<file path="src/rtl/bus_wait_gen.sv">
// bus_wait_gen: per-device wait-state generator for the 6502 bus.
// Holds RDY low for RAM_WAIT/ROM_WAIT clocks after each cycle_start.
//
// Ports:
//   clk, rst     clock, asynchronous active-high reset
//   cycle_start  1-clk pulse, new CPU bus cycle with valid address
//   ram_cs       RAM chip select from the address decoder
//   rom_cs       ROM chip select from the address decoder
//   rdy          CPU RDY, 0 stalls the current bus cycle
//   access_done  1-clk pulse when the selected access completes
//   sel          device latched at cycle_start: 00 none, 01 RAM, 10 ROM
//   cs_err       sticky decode fault flag, cleared only by rst
module bus_wait_gen #(
  parameter int RAM_WAIT = 0,
  parameter int ROM_WAIT = 3,
  parameter int CNT_W    = 4
) (
  input  logic       clk,
  input  logic       rst,
  input  logic       cycle_start,
  input  logic       ram_cs,
  input  logic       rom_cs,
  output logic       rdy,
  output logic       access_done,
  output logic [1:0] sel,
  output logic       cs_err
);

  localparam logic [1:0] S_IDLE = 2'd0;
  localparam logic [1:0] S_WAIT = 2'd1;
  localparam logic [1:0] S_DONE = 2'd2;

  localparam logic [CNT_W-1:0] RAM_N = CNT_W'(RAM_WAIT);
  localparam logic [CNT_W-1:0] ROM_N = CNT_W'(ROM_WAIT);

  logic [1:0]       state;
  logic [CNT_W-1:0] cnt;
  logic [CNT_W-1:0] n_wait;
  logic [1:0]       sel_next;
  logic             dec_fault;

  // ROM wins when both selects are active, so a
  // priority decode is needed here.
  always_comb begin
    n_wait = '0;
    priority case (1'b1)
      rom_cs:  n_wait = ROM_N;
      ram_cs:  n_wait = RAM_N;
      default: n_wait = '0;
    endcase
  end

  assign sel_next  = {rom_cs, ram_cs & ~rom_cs};
  assign dec_fault = ~(rom_cs ^ ram_cs);

  always_ff @(posedge clk or posedge rst) begin
    if (rst) begin
      state       <= S_IDLE;
      cnt         <= '0;
      rdy         <= 1'b1;
      access_done <= 1'b0;
      sel         <= 2'b00;
      cs_err      <= 1'b0;
    end else begin
      case (state)
        // DONE accepts a new cycle exactly like IDLE,
        // giving back-to-back accesses with no gap.
        S_IDLE, S_DONE: begin
          if (cycle_start) begin
            sel <= sel_next;
            if (dec_fault)
              cs_err <= 1'b1;
            if (n_wait != '0) begin
              rdy         <= 1'b0;
              cnt         <= n_wait - 1'b1;
              access_done <= 1'b0;
              state       <= S_WAIT;
            end else begin
              rdy         <= 1'b1;
              access_done <= 1'b1;
              state       <= S_DONE;
            end
          end else begin
            access_done <= 1'b0;
            state       <= S_IDLE;
          end
        end
        S_WAIT: begin
          // CPU is stalled, so a new cycle here
          // can only be a protocol fault.
          if (cycle_start)
            cs_err <= 1'b1;
          if (cnt == '0) begin
            rdy         <= 1'b1;
            access_done <= 1'b1;
            state       <= S_DONE;
          end else begin
            cnt <= cnt - 1'b1;
          end
        end
        default: begin
          rdy         <= 1'b1;
          access_done <= 1'b0;
          state       <= S_IDLE;
        end
      endcase
    end
  end

endmodule
</file>
<file path="config.mk">
export PLATFORM = sky130hd
export DESIGN_NAME = bus_wait_gen
export DESIGN_NICKNAME = d
export VERILOG_FILES = /design/src/rtl/bus_wait_gen.sv
export SDC_FILE = /design/constraint.sdc
export NUM_CORES = 1
export LEC_CHECK = 0
export CAP_MARGIN = 20
export CORE_AREA = 2 2 39 41
export CTS_BUF_LIST = sky130_fd_sc_hd__clkbuf_2 sky130_fd_sc_hd__clkbuf_4 sky130_fd_sc_hd__clkbuf_8
export DETAILED_ROUTE_END_ITERATION = 16
export DIE_AREA = 0 0 41 43
export HOLD_SLACK_MARGIN = 0.06
export PLACE_DENSITY = 0.66
export SKIP_LAST_GASP = 1
export SLEW_MARGIN = 15
export SYNTH_ARGS = -nofsm -noshare
export SYNTH_HDL_FRONTEND = slang
export SYNTH_SLANG_ARGS = --single-unit
</file>
<file path="constraint.sdc">
create_clock -name clk -period 3.6 [get_ports clk]
set_clock_uncertainty 0.15 [all_clocks]
set_input_delay 1.08 -clock clk [delete_from_list [all_inputs] [get_ports clk]]
set_output_delay 1.08 -clock clk [all_outputs]
set_load 0.05 [all_outputs]
</file>
# Yosys cells after proc, flatten, opt, wreduce, memory -nomap -nowiden

Index checks and enable logic that the tools add are counted.

Register bits after elaboration: 11
Latch bits: 0
RAM bits: 0
Memory bits (read-only): 0
Input port bits: 5
Output and inout bits: 5
Logic and storage cells: 47
Memories kept: 0

Add/sub/neg operators: 2
$mul: 0
Divide/modulo/power cells: 0
Magnitude comparators: 0
Eq/ne operators: 8
Shifts and indexed selects: 0
Mux-type cells: 19
Bitwise logic cells: 3
Reductions and logical operators: 9

Operators by type and width:

| operator                                            | count |
|---|---|
| two-way mux 4 bit                                   | 3 |
| inequality test 2 bit, second input constant        | 6 |
| two-way mux 2 bit                                   | 4 |
| one-hot mux 4 bit (2 select lines)                  | 1 |
| AND reduction 4 bit                                 | 2 |
| subtractor 4 x 1 -> 4 bit, second input constant    | 2 |
| two-way mux 1 bit                                   | 7 |
| one-hot mux 1 bit (2 select lines)                  | 3 |
| logical NOT 4 bit                                   | 1 |
| one-hot mux 2 bit (2 select lines)                  | 1 |
| AND reduction 2 bit                                 | 2 |
| nonzero test 4 bit                                  | 1 |
| equality test 2 x 1 -> 1 bit, second input constant | 1 |
| equality test 2 bit, second input constant          | 1 |
| logical NOT 2 bit                                   | 1 |
| nonzero test 2 bit                                  | 1 |
| OR reduction 2 bit                                  | 1 |
| bitwise AND 1 bit                                   | 1 |
| NOT 1 bit                                           | 1 |
| bitwise XOR 1 bit                                   | 1 |

# Logic depth before layout (Yosys ltp)

Depth in word-level cells: 5
Mapped depth: 5
Mapped depth without buffers: 5

# Worst setup path before layout

No wires, ideal clock.

Path kind: register -> output
Start: register rdy
End: output port rdy
Data arrival time: 0.672 ns
Required time: 2.370 ns
Slack: 1.698 ns
Stages on the path, launching flop included: 1
Path buffers: 0
Path through: dfstp_2

RTL lines:

| item                   | RTL line | RTL |
|---|---|---|
| start, declared        | 23       | `output logic rdy,` |
| start signal, assigned | 60       | `rdy <= 1'b1;` |
| start signal, assigned | 74       | `rdy <= 1'b0;` |
| start signal, assigned | 79       | `rdy <= 1'b1;` |

No word-level cell between the ends.

# Worst setup path in the final report

Start: register rdy
End: output port rdy

No word-level cell between the ends.

==> flow_summary.toml <==
[pwr]
irDropWorstVdd_mv = 0.4547
power.leakage_nw = 0.2811
p_per_area_mw_per_mm2 = 855.1
p_total_mw = 0.5403

[routing]
viasPerCell = 4.905
via_count = 363
ant_nets = 0
initialDrtViolationCount = 7
routed_wl_um = 879
first_pass_iters = 2
drc = 0
wl_per_cell_um = 11.88

[global_route]
overflow = 0
grt_pass1_vias = 350
grt_pass1_wl_um = 1559
antenna_found_initial = 0
track_usage_pct = 13.33
grt_max_degree = 11

[place]
gp_congestion = 0.7109
io_buffer_count = 9
hpwl_um = 634.3

[timing]
tightestPinTransition_ps = 496.7
fin_crit_ps = 2842
post-route-period-util_pct = 78.94
final-hold-violation-count = 0
setup_tns_ps = 0
setup_viol = 0
slew_viol_final = 0
grt_setup_unrepaired = "false"
max_freq_mhz = 351.9
max_slew_margin_pct = 66.78

[logic_synthesis]
async_flop_share_pct = 100.0
syn_avg_cell_area_um2 = 10.79
yosysWarnings = 0
synth.top_cell.area_share_pct = 46.39
yosysTopAreaCell = "dfrtp_1"
synth.distinct_cells = 24
synthCells = 45
synth_area_leaders = "dfrtp_1 (46%), dfstp_2 (5.4%), inv_1 (5.4%)"
yosysMostFrequentCell = "dfrtp_1"
netlist_area_um2 = 485.5
synth-seq-cells = 10
seq_area_frac_synth_pct = 51.80
syn_nets = 52
synthFlopType = "dfrtp_1"
synth_enable_flop_cells = 0
synthTopCellsByCount = "dfrtp_1 (9), inv_1 (7), o21ai_0 (3)"

[cells_and_area]
diodes = 0
area_growth_pct = 30.15
final_core_util_pct = 45.66
drive_gt1_share_pct = 17.24
nets = 66

[die]
io_pins = 10
rows = 14
dieArea_mm2 = 0.001763
die_w_um = 41
die_h_um = 43
start_util_pct = 35.08
core_mm2 = 0.001384

[clocking]
post_cts_buffers = 0
clk_pin_slew_ps = 70
ctsHoldBuffers = 0
cts.htree.levels = 1
ctsResizeCount = 0
cts_buffers = 3
clock_path_buffers = 2
cts_tree = "done"
worst_skew_pair.late_latency_ps = 270
root_buffer = "clkbuf_4"
cts_sinks = 10

[run]
drv_cap = 0

[critical_path]
cpPeakStageDelay_ps = 800
critPathBufInv = 1
cp_cell_sequence = "clkdlybuf4s50_1"
cp_slowest_cell = "clkdlybuf4s50_1"
timing.rr.end = "cnt[1]"
worstPathArrival_ps = 1610
path_delay_family = "buffers and inverters"
critical_path_class = "flip-flop to output pin"
worstSetupEndpointType = "output pin"
worst-path-max-fanout = 3
startpoint_type = "flip-flop"
required_ps = 2370
rrSetupSlack_ps = 2070
reg2reg_depth = 5
reg2reg_from = "cnt[0]"

[worst_hold_path]
hold_depth = 1
min_path_type = "flip-flop to flip-flop"
min_to = "cs_err"
hp-start = "cs_err"

[status]
status = "completed"
-- registers in the layout (all words and copies together) (netlist names) --
name and cells:
access_done 1, cs_err 1, sel 2, cnt 4, state 1, rdy 1
-- cell usage in the layout (no fill, tap or decap), types with 2 or more instances in the layout --
master,count
dfrtp_1,9
clkdlybuf4s50_1,9
inv_1,7
o21ai_0,3
clkbuf_4,3
o21ai_1,2
nand2_1,2
mux2_2,2
nand3_1,2
ha_1,2
-- how the worst max path moves through the flow --
stage,from,end,slack (ps),depth (start not counted)
6_report,rdy,rdy,760,1
5_1_grt,rdy,rdy,710,1
4_1_cts,rdy,rdy,760,1
3_5_place_dp,rdy,rdy,1060,1
3_3_place_gp,rdy,rdy,1050,1
2_1_floorplan,rdy,rdy,1700,0
-- logic make-up (layout without fill, tap and decap cells) --
kind of cell             after synthesis  count (layout)  share of synthesized area, %
AND/OR/NAND/NOR                       12              12                         16.24
AO/OA/AOI/OAI                         11              11                         14.95
flip-flops                            10              10                         51.81
buffers and inverters                  7              20                         5.413
adder cells (fa/ha/maj)                2               2                         5.154
multiplexers                           2               2                         4.639
XOR/XNOR                               1               1                         1.804
-- metrics by stage --
stage	std cells	setup WS, ps	instance area (um2)	hold WS [ps]
finish	74	758.2	631.9	313.9
detailed placement	70	1057	595.6	301.6
global route	74	714.8	631.9	346.5
floorplan	45	1698	485.5	316.7
CTS	74	755.0	631.9	316.8
global placement	70	1054	595.6	293.5
-- layer usage --
layer / GRT usage, % / share of wire, %
met2: 15.63 / 41
met5: 0 / 0
met1: 20.13 / 50
met4: 8.000 / 2.8
met3: 4.712 / 6.1
-- layout make-up --
class	instances	area (um2)
clock buffer	4	36.28
timing repair buffer	9	90.09
sequential	10	251.5
inverter	7	26.28
fill	142	752.0
multi-input combinational	28	207.7
tap	16	20.02
-- where the power goes --
| group | switching [mW] | total (mW) | internal (mW) |
|---|---|---|---|
| Clock | 0.0413 | 0.103 | 0.0615 |
| Combinational | 0.136 | 0.242 | 0.106 |
| Sequential | 0.0381 | 0.196 | 0.158 |
| Total | 0.215 | 0.540 | 0.325 |
No activity file was read; power rests on OpenSTA's default activity.
